$ cat src/rtl/interval_fill.sv
// interval_fill: walks scanlines y_top..y_bot, asks an external combinational
// generator for the [line_s, line_t] span of each line and emits one pixel
// write per covered x with a valid/ready handshake.
// Optional build macro INTERVAL_FILL_CLIP_EN clips every span to x < H_RES.
module interval_fill #(
  parameter int CORDW = 9,
  parameter int COLRW = 4,
  parameter int H_RES = 320
) (
  input  logic             clk,
  input  logic             rst_n,
  input  logic             start,
  input  logic [CORDW-1:0] y_top,
  input  logic [CORDW-1:0] y_bot,
  input  logic [COLRW-1:0] colr,
  output logic [CORDW-1:0] line_y,
  input  logic [CORDW-1:0] line_s,
  input  logic [CORDW-1:0] line_t,
  output logic             pix_valid,
  input  logic             pix_ready,
  output logic [CORDW-1:0] pix_x,
  output logic [CORDW-1:0] pix_y,
  output logic [COLRW-1:0] pix_colr,
  output logic             busy,
  output logic             done
);

  typedef enum logic [2:0] {IDLE, LOAD, DRAW, NEXT, FIN} state_t;

  state_t           state, state_nx;
  logic [CORDW-1:0] x_cur, x_end, y_end;
  logic [COLRW-1:0] colr_q;
  logic [CORDW-1:0] ld_end;
  logic             ld_empty;

`ifdef INTERVAL_FILL_CLIP_EN
  localparam logic [CORDW-1:0] XMAX = CORDW'(H_RES - 1);

  // Clip span end to the last visible column; a start beyond it leaves s > end.
  always_comb begin
    ld_end   = (line_t > XMAX) ? XMAX : line_t;
    ld_empty = (line_s > ld_end);
  end
`else
  // Span is taken as-is from the generator.
  always_comb begin
    ld_end   = line_t;
    ld_empty = (line_s > line_t);
  end
`endif

  // State register.
  always_ff @(posedge clk or negedge rst_n) begin
    if (!rst_n) state <= IDLE;
    else        state <= state_nx;
  end

  // Next-state logic; ends of line/shape found by equality so nothing wraps.
  always_comb begin
    state_nx = state;
    case (state)
      IDLE: if (start) state_nx = (y_top <= y_bot) ? LOAD : FIN;
      LOAD: state_nx = ld_empty ? NEXT : DRAW;
      DRAW: if (pix_ready && x_cur == x_end) state_nx = NEXT;
      NEXT: state_nx = (line_y == y_end) ? FIN : LOAD;
      FIN:  state_nx = IDLE;
      default: state_nx = IDLE;
    endcase
  end

  // Datapath: latch the request, load spans, step x within a line and y between lines.
  always_ff @(posedge clk or negedge rst_n) begin
    if (!rst_n) begin
      line_y <= '0;
      y_end  <= '0;
      colr_q <= '0;
      x_cur  <= '0;
      x_end  <= '0;
    end else begin
      case (state)
        IDLE: if (start) begin
          line_y <= y_top;
          y_end  <= y_bot;
          colr_q <= colr;
        end
        LOAD: begin
          x_cur <= line_s;
          x_end <= ld_end;
        end
        DRAW: if (pix_ready && x_cur != x_end) x_cur <= x_cur + 1'b1;
        NEXT: if (line_y != y_end) line_y <= line_y + 1'b1;
        default: ;
      endcase
    end
  end

  // Outputs decode from registered state, so they drop with reset immediately.
  assign pix_valid = (state == DRAW);
  assign pix_x     = x_cur;
  assign pix_y     = line_y;
  assign pix_colr  = colr_q;
  assign busy      = (state != IDLE);
  assign done      = (state == FIN);

endmodule

$ cat config.mk
export PLATFORM = sky130hd
export DESIGN_NAME = interval_fill
export DESIGN_NICKNAME = d
export VERILOG_FILES = /design/src/rtl/interval_fill.sv
export SDC_FILE = /design/constraint.sdc
export NUM_CORES = 1
export LEC_CHECK = 0
export CORE_AREA = 2 2 85 87
export CTS_CLUSTER_DIAMETER = 60
export DETAILED_ROUTE_END_ITERATION = 7
export DIE_AREA = 0 0 87 89
export GPL_TIMING_DRIVEN = 1
export PLACE_DENSITY_LB_ADDON = 0.3
export SKIP_LAST_GASP = 1
export SLEW_MARGIN = 10
export SYNTH_ARGS = -nofsm -noshare
export SYNTH_HDL_FRONTEND = slang
export SYNTH_SLANG_ARGS = --single-unit
$ cat constraint.sdc
create_clock -name clk -period 1.85 [get_ports clk]
set_input_delay 0.185 -clock clk [delete_from_list [all_inputs] [get_ports clk]]
set_output_delay 0.185 -clock clk [all_outputs]
set_load 0.02 [all_outputs]
==> results of run 1 <==
cell usage in the layout, fill, tap and decap left out, types with 3 or more instances in the layout:
cell / count
clkdlybuf4s50_1: 73
buf_4: 52
nand2_1: 48
dfrtp_1: 41
o21ai_0: 25
nor2_1: 25
inv_1: 22
ha_1: 18
xnor2_1: 16
a21oi_1: 16
nand3_1: 13
a31oi_1: 10
o22a_1: 8
nand4_1: 6
clkbuf_8: 5
o22ai_1: 4
xnor2_2: 3
a22oi_1: 3
a21o_1: 3
o21ai_1: 3
o211ai_1: 3
and3_1: 3
nor3_1: 3
dlygate4sd2_1: 3
per-layer routing:
| metal | vias up | global-route usage (%) | share of wire (%) |
|---|---|---|---|
| met2 | 100 | 37.8 | 50 |
| li1 | 1406 | - | - |
| met1 | 1326 | 27.2 | 42 |
| met3 | 18 | 3.42 | 5.2 |
| met5 | - | 0 | 0 |
| met4 | 0 | 10.5 | 2.5 |
through the flow:
stage | std cells | worst slack [ns] | total power, W
2_1_floorplan | 341 | 0.00421 | 0.00441
3_3_place_gp | 523 | -0.278 | 0.00596
3_5_place_dp | 523 | -0.298 | 0.00606
4_1_cts | 532 | 0.0143 | 0.00667
5_1_grt | 532 | -0.00254 | 0.00724
6_report | 532 | 0.0736 | 0.00671
registers in the layout (all words and copies together) (netlist names):
signal,count
line_y,9
pix_x,9
x_end,9
y_end,9
pix_colr,4
state,3
cells in the mapped netlist, types with 2 or more instances:
master / n / area (um2)
a211oi_1: 3 / 22.5
a21o_1: 3 / 22.5
a21oi_1: 16 / 80.1
a22oi_1: 3 / 22.5
a31oi_1: 10 / 62.6
and2_1: 2 / 12.5
and3_1: 3 / 18.8
buf_2: 7 / 35.0
buf_4: 10 / 75.1
clkbuf_1: 10 / 37.5
dfrtp_1: 43 / 1080
ha_1: 20 / 250
inv_1: 23 / 86.3
mux2i_1: 2 / 20.0
nand2_1: 48 / 180
nand3_1: 13 / 65.1
nand4_1: 6 / 37.5
nor2_1: 25 / 93.8
nor2b_1: 2 / 12.5
nor3_1: 4 / 20.0
nor3b_1: 2 / 15.0
o211ai_1: 3 / 22.5
o21ai_0: 27 / 135
o21ai_1: 2 / 10.0
o22a_1: 8 / 70.1
o22ai_1: 4 / 25.0
o2bb2a_4: 2 / 40.0
xnor2_1: 18 / 158
worst max-delay path, stage by stage (launching register included):
cell and delay [ns]:
dfrtp_2 0.48, or3_1 0.45, dlygate4sd2_1 0.35
final cells by class:
| cell class | instances | area, um2 |
|---|---|---|
| timing repair buffer | 130 | 1160 |
| inverter | 24 | 90.1 |
| fill | 586 | 2510 |
| clock inverter | 3 | 20.0 |
| multi-input combinational | 247 | 1690 |
| sequential | 43 | 1080 |
| tap | 80 | 100 |
| clock buffer | 5 | 68.8 |
timing repair:
item	CTS	global route
gates resized for setup	4	14
endpoints found under the setup margin	3	6
hold buffers	1	0
pin swaps	0	3
hold endpoints to repair	24	0
setup buffers	0	0
kinds of logic (layout without fill, tap and decap cells):
logic type / count (synthesis) / in the layout / share of synthesized area [%]
AND/OR/NAND/NOR: 114 / 114 / 17.8
AO/OA/AOI/OAI: 92 / 92 / 22.2
buffers and inverters: 51 / 162 / 8.12
flip-flops: 43 / 43 / 36.7
adder cells (fa/ha/maj): 20 / 20 / 8.54
XOR/XNOR: 19 / 19 / 5.94
multiplexers: 2 / 2 / 0.683
power breakdown:
part	switching (W)	internal, W
Sequential	0.000431	0.00140
Combinational	0.00222	0.00205
Clock	0.000353	0.000263
how the worst max path moves through the flow:
stage | end | start | cells after the start
finish | busy | state[2] | 2
global placement | state[0] | line_t[2] | 8
global route | line_y[2] | state[1] | 5
CTS | state[0] | y_bot[3] | 8
detailed placement | state[0] | y_bot[3] | 8
floorplan | line_y[2] | line_y[3] | 6
==> reports/results.ini, run 1 <==
[synth]
synth-seq-area-share_pct=36.7
postSynthAreaPerCell_um2=8.59
ys_warn_count=0
synth_async_sr_flop_share_pct=100
synth_edf_count=0
netlist_instances=341
yosysUniqueCellTypes=50
postSynthRegisterBits=43
netlist_area_pre_place_um2=2930
dominantRegCellSynth=dfrtp_1
synth.net_count=405

[timing]
worst_hold_slack_ns=0.391
highest_clock_rate_ghz=0.563
finalSetupViolations=0
timing_worst_slew_pin_value_ns=0.609
setup_tns_ns=0
report.final.hold_viol_count=0
maxSlewViolCount=0
max_slew_margin_pct=59.4
layout_min_cycle_time_ns=1.78
period_share_pct=96.0
finClkSkew_ns=0.00215

[worst_setup_path]
cp-end-kind=output port
timing.critical_path.fanout_max=10
r2r_end=line_y[4]
worst-r2r-cell-count=5
critPathKind=register to output port
critical_path.reg2reg.startpoint=state[1]
regToRegSetupSlack_ns=0.08
critPathRequiredTime_ns=1.66
timing.critical_path.from_type=register
timing.critical_path.arrival_ns=1.59

[grt]
global_route_wire_length_before_repair_um=13200
via_count_of_the_first_global_routing_pass=2914
grt_start_max_net_pins=27
grt.total_usage_pct=22.0
antenna_found_initial=0
globalRouteOverflowTotal=0

[die]
die_area_um2=7740
io-pin-count=78
initial_utilization_pct=43.6
floorplan.die.height_um=89
core.rowCount=30
core_area_um2=6720
fp.dieW_um=87

[drt]
dr.pass1.iters=5
detail_route.wl_per_cell_um=15.2
remaining_drc_errors=0
post_drt_via_cell_ratio=5.36
drtIter0Drc=161
totalWireLength_um=8090
route.antenna.remaining_nets=0
detailroute.via_count=2850

[clock_tree]
clock_sink_count=43
clk_pin_slew_ns=0.08
cts_tree=built
htree_num_levels=2
clkLatencyLatePin_ns=0.31
cts_inserted_buffers=5
clockBufferDepth=2
cts.root.buffer_cell=clkbuf_8

[layout]
diode_insertion_count_for_antenna_repair=0
final_area_um2=4210
design.final.nets=515
final_layout_size_suffix_gt1_share_pct=18.4
flow.area_growth_from_synthesis_pct=43.7
fraction_of_the_core_area_covered_by_cells_at_the_end_of_the_flow_pct=62.6

[placed_design]
hpwlAfterDp_um=6370
placement.io_buffers=77
placement.cell_area_um2=4040
place.gp.congestion=0.858

[run]
max_cap_violations=0

[hold_path]
holdPathEnd=pix_colr[0]
hold-path-cell-count=3
hold_path.class=primary input to register
hp-start=colr[0]

[pwr]
power_density_nw_per_um2=1600
p_leak_nw=1.89
ir_drop_mv=0.785

[outcome]
run_status=complete, no violations

(Power assumes the default switching activity.)
==> run 2: changes to the inputs <==
Settings changed: ABC_CLOCK_PERIOD_IN_PS set to 1850, SLEW_MARGIN 10 to not set.
==> results of run 2 <==
No change in the layout: final DEF, timing and power equal those of run 1.
==> run 3: changes to the inputs <==
Settings changed: ABC_AREA set to 1, CAP_MARGIN set to 30.
==> run 3 against run 2 <==
Net effect: flip-flop and latch count unchanged; synthesized area up 2.5%; die area unchanged; total power is 11% lower; first-iteration DRC count grew 16%; combinational power decreased by 20%; non-clock buffer count is 48 lower.
==> reports/results.ini, run 3 <==
[die]
die_area_um2=7740  ; unchanged
initial_utilization_pct=44.7  ; +1.1 points
floorplan.die.height_um=89  ; unchanged
io-pin-count=78  ; unchanged
core_area_um2=6720  ; unchanged
core.rowCount=30  ; unchanged
fp.dieW_um=87  ; unchanged

[timing]
finClkSkew_ns=0.00588  ; +0.00373 ns
finalSetupViolations=0  ; unchanged
highest_clock_rate_ghz=0.596  ; +5.8%
max_slew_margin_pct=70.0  ; +11 points
period_share_pct=90.8  ; -5.3 points
layout_min_cycle_time_ns=1.68  ; -0.0975 ns
worst_hold_slack_ns=0.393  ; +0.00167 ns
maxSlewViolCount=0  ; unchanged
grt_setup_unrepaired=no
timing_worst_slew_pin_value_ns=0.449  ; -0.160 ns
report.final.hold_viol_count=0  ; unchanged

[layout]
diode_insertion_count_for_antenna_repair=0  ; unchanged
flow.area_growth_from_synthesis_pct=29.1
multiInputGateArea_um2=1620  ; -4.3%
fraction_of_the_core_area_covered_by_cells_at_the_end_of_the_flow_pct=57.7  ; -5.0 points
design.final.nets=542  ; +5.2%
fillCellCount=610  ; +4.1%
final_layout_size_suffix_gt1_share_pct=7.97  ; -10 points
layout.cells.most_common_list=nand2_1, clkdlybuf4s50_1, inv_1, dfrtp_1, nand3_1
area.sequential_um2=1080  ; unchanged
layout_commonest_cell=nand2_1

[synth]
synth-seq-area-share_pct=35.8  ; -0.89 points
netlist_instances=406  ; +19%
postSynthRegisterBits=43  ; unchanged
top_count_cell_post_synth=nand2_1
dominantRegCellSynth=dfrtp_1
ys_warn_count=0  ; unchanged
yosysUniqueCellTypes=34  ; -32%
netlist_area_pre_place_um2=3000  ; +2.5%
synth.net_count=470  ; +16%
post_synth_most_frequent_cells=nand2_1, dfrtp_1, inv_1
synth.largest_area_cell=dfrtp_1
postSynthAreaPerCell_um2=7.39  ; -14%
yosysTopAreaCellShare_pct=35.8  ; -0.89 points
synth_edf_count=0  ; unchanged
ys_top_cells_by_area=dfrtp_1, nand2_1, ha_1, nand3_1, inv_1
synth_async_sr_flop_share_pct=100  ; unchanged

[worst_setup_path]
critPathRequiredTime_ns=1.66  ; about the same
crit_path_cell_trace=nor3_4 -> inv_1 -> dlygate4sd2_1
worst_path_dominant_cell_family=flip-flops
cp-end-kind=output port
timing.critical_path.arrival_ns=1.49  ; -0.10 ns
timing.critical_path.fanout_max=5  ; -5
critPathKind=register to output port
timing.critical_path.from_type=register
critical-path-max-stage-delay_ns=0.47  ; about the same
cpMaxStageDelayCell=dfrtp_2
critical_path.n_buffers_inverters=2  ; +1

[placed_design]
placement.io_buffers=77  ; unchanged
place.gp.congestion=0.804  ; -6.4%
hpwlAfterDp_um=5560  ; -13%

[grt]
globalRouteOverflowTotal=0  ; unchanged
grt_start_max_net_pins=44  ; +63%
global_route_wire_length_before_repair_um=11800  ; -11%
grt.total_usage_pct=19.3  ; -2.8 points
via_count_of_the_first_global_routing_pass=2612  ; -10%
antenna_found_initial=0  ; unchanged

[pwr]
comb_power_share_pct=57.5  ; -6.0 points
switchingPower_w=0.00274  ; -8.5%
net_switching_share_of_the_total_power_pct=46.1  ; +1.4 points
ir_drop_mv=0.555  ; -29%
power_density_nw_per_um2=1540  ; -3.7%
power.internal_w=0.00321  ; -14%
seq_power_share_pct=32.9  ; +5.6 points
p_leak_nw=1.91  ; +1.4%
clock_power_share_pct=9.6  ; +0.4 points

[drt]
drtIter0Drc=186  ; +16%
totalWireLength_um=7100  ; -12%
remaining_drc_errors=0  ; unchanged
post_drt_via_cell_ratio=4.91  ; -8.3%
route.antenna.remaining_nets=0  ; unchanged
detail_route.wl_per_cell_um=12.7  ; -16%
detailroute.via_count=2737  ; -4.0%
dr.pass1.iters=4  ; -1

[run]
max_cap_violations=0  ; unchanged

[clock_tree]
clk_pin_slew_ns=0.08  ; about the same
cts_inserted_buffers=5  ; unchanged
clock_sink_count=43  ; unchanged
cts_tree=built
htree_num_levels=2  ; unchanged
cts.root.buffer_cell=clkbuf_8
cts_setup_buffers=0  ; unchanged
clockBufferDepth=2  ; unchanged
clkLatencyLatePin_ns=0.29  ; -0.02 ns

[outcome]
run_status=complete, no violations

[hold_path]
hold_path.class=primary input to asynchronous set/reset pin

run 3: cell count changes after synthesis, moves of 7 or more:
cell	previous run	this run
inv_1	23	43
nand3_1	13	36
o22a_1	8	0
a31oi_1	10	0
clkbuf_1	10	3
a21oi_1	16	6
nand2_1	48	138
run 3: worst reg2reg max path: stages, from the launching register on:
cell     delay [ns]
dfrtp_1        0.46
inv_2          0.07
nand2_1        0.07
nand2_1        0.06
nor2_1         0.11
nand2_1        0.07
nor2_1         0.08
nand2_1        0.09
nand2_2        0.12
nand2_2        0.20
nand2_1        0.15
nand2_1        0.05
run 3: area by class of cell:
| cell class | instances | area share [%] |
|---|---|---|
| inverters | 51 | 5.00 |
| repair buffers | 82 | 21.0 |
| flip-flops and latches | 43 | 27.8 |
| well taps | 80 | 2.58 |
| multi-input cells | 295 | 41.7 |
| clock buffers | 6 | 1.87 |
run 3: per-stage QoR:
| stage | setup WS, ns | setup TNS, ns | total power, W | instance area [um2] | instances |
|---|---|---|---|---|---|
| 2_1_floorplan | 0.274 | 0 | 0.00428 | 3000 | 406 |
| 5_1_grt | 0.0346 | 0 | 0.00648 | 3870 | 557 |
| 4_1_cts | 0.154 | 0 | 0.00600 | 3870 | 557 |
| 6_report | 0.171 | 0 | 0.00595 | 3870 | 557 |
| 3_5_place_dp | -0.0200 | -0.0200 | 0.00542 | 3790 | 550 |
| 3_3_place_gp | 0.0301 | 0 | 0.00534 | 3790 | 550 |
run 3: routing by layer:
metal / wire [um] / vias up / GRT usage, %
li1: - / 1420 / -
met1: 3030 / 1228 / 22.9
met2: 3690 / 82 / 35.9
met3: 306 / 7 / 2.95
met4: 72 / 0 / 5.40
met5: 0 / - / 0
run 3: timing repair:
| item | in CTS | in global routing |
|---|---|---|
| setup endpoints to repair | 3 | 1 |
| hold endpoints to repair | 43 | 0 |
| gates resized for setup | 5 | 1 |
| hold buffers | 1 | 0 |
run 3: final timing paths:
check	depth (start not counted)	from	end	slack [ns]
max in group asynchronous	3	rst_n	state[2]	1.23
min in group clk	3	line_t[2]	x_end[2]	0.47
setup / recovery	3	state[2]	busy	0.17
hold reg to reg	1	pix_colr[2]	pix_colr[2]	0.51
hold / removal	3	rst_n	y_end[8]	0.39
setup reg to reg	11	line_y[6]	line_y[7]	0.22
run 3: logic make-up (layout without fill, tap and decap cells):
kind of cell	Yosys count	in the layout	synth area share, %
buffers and inverters	68	139	10.5
DFF	43	43	35.8
xor gates and xnor gates	16	16	4.67
muxes	5	5	2.13
AOI/OAI and AO/OA	43	43	7.67
and+or+nand+nor	211	211	30.8
adders and majority gates	20	20	8.34
run 3: power groups by stage:
| stage | clock [W] | sequential (W) | combinational, W |
|---|---|---|---|
| after CTS | 0.000591 | 0.00196 | 0.00345 |
| final | 0.000571 | 0.00196 | 0.00342 |
| after detailed placement | 0 | 0.00196 | 0.00346 |
| after global routing | 0.000622 | 0.00204 | 0.00381 |
| after global placement | 0 | 0.00194 | 0.00340 |
| after floorplan | 0 | 0.00212 | 0.00215 |
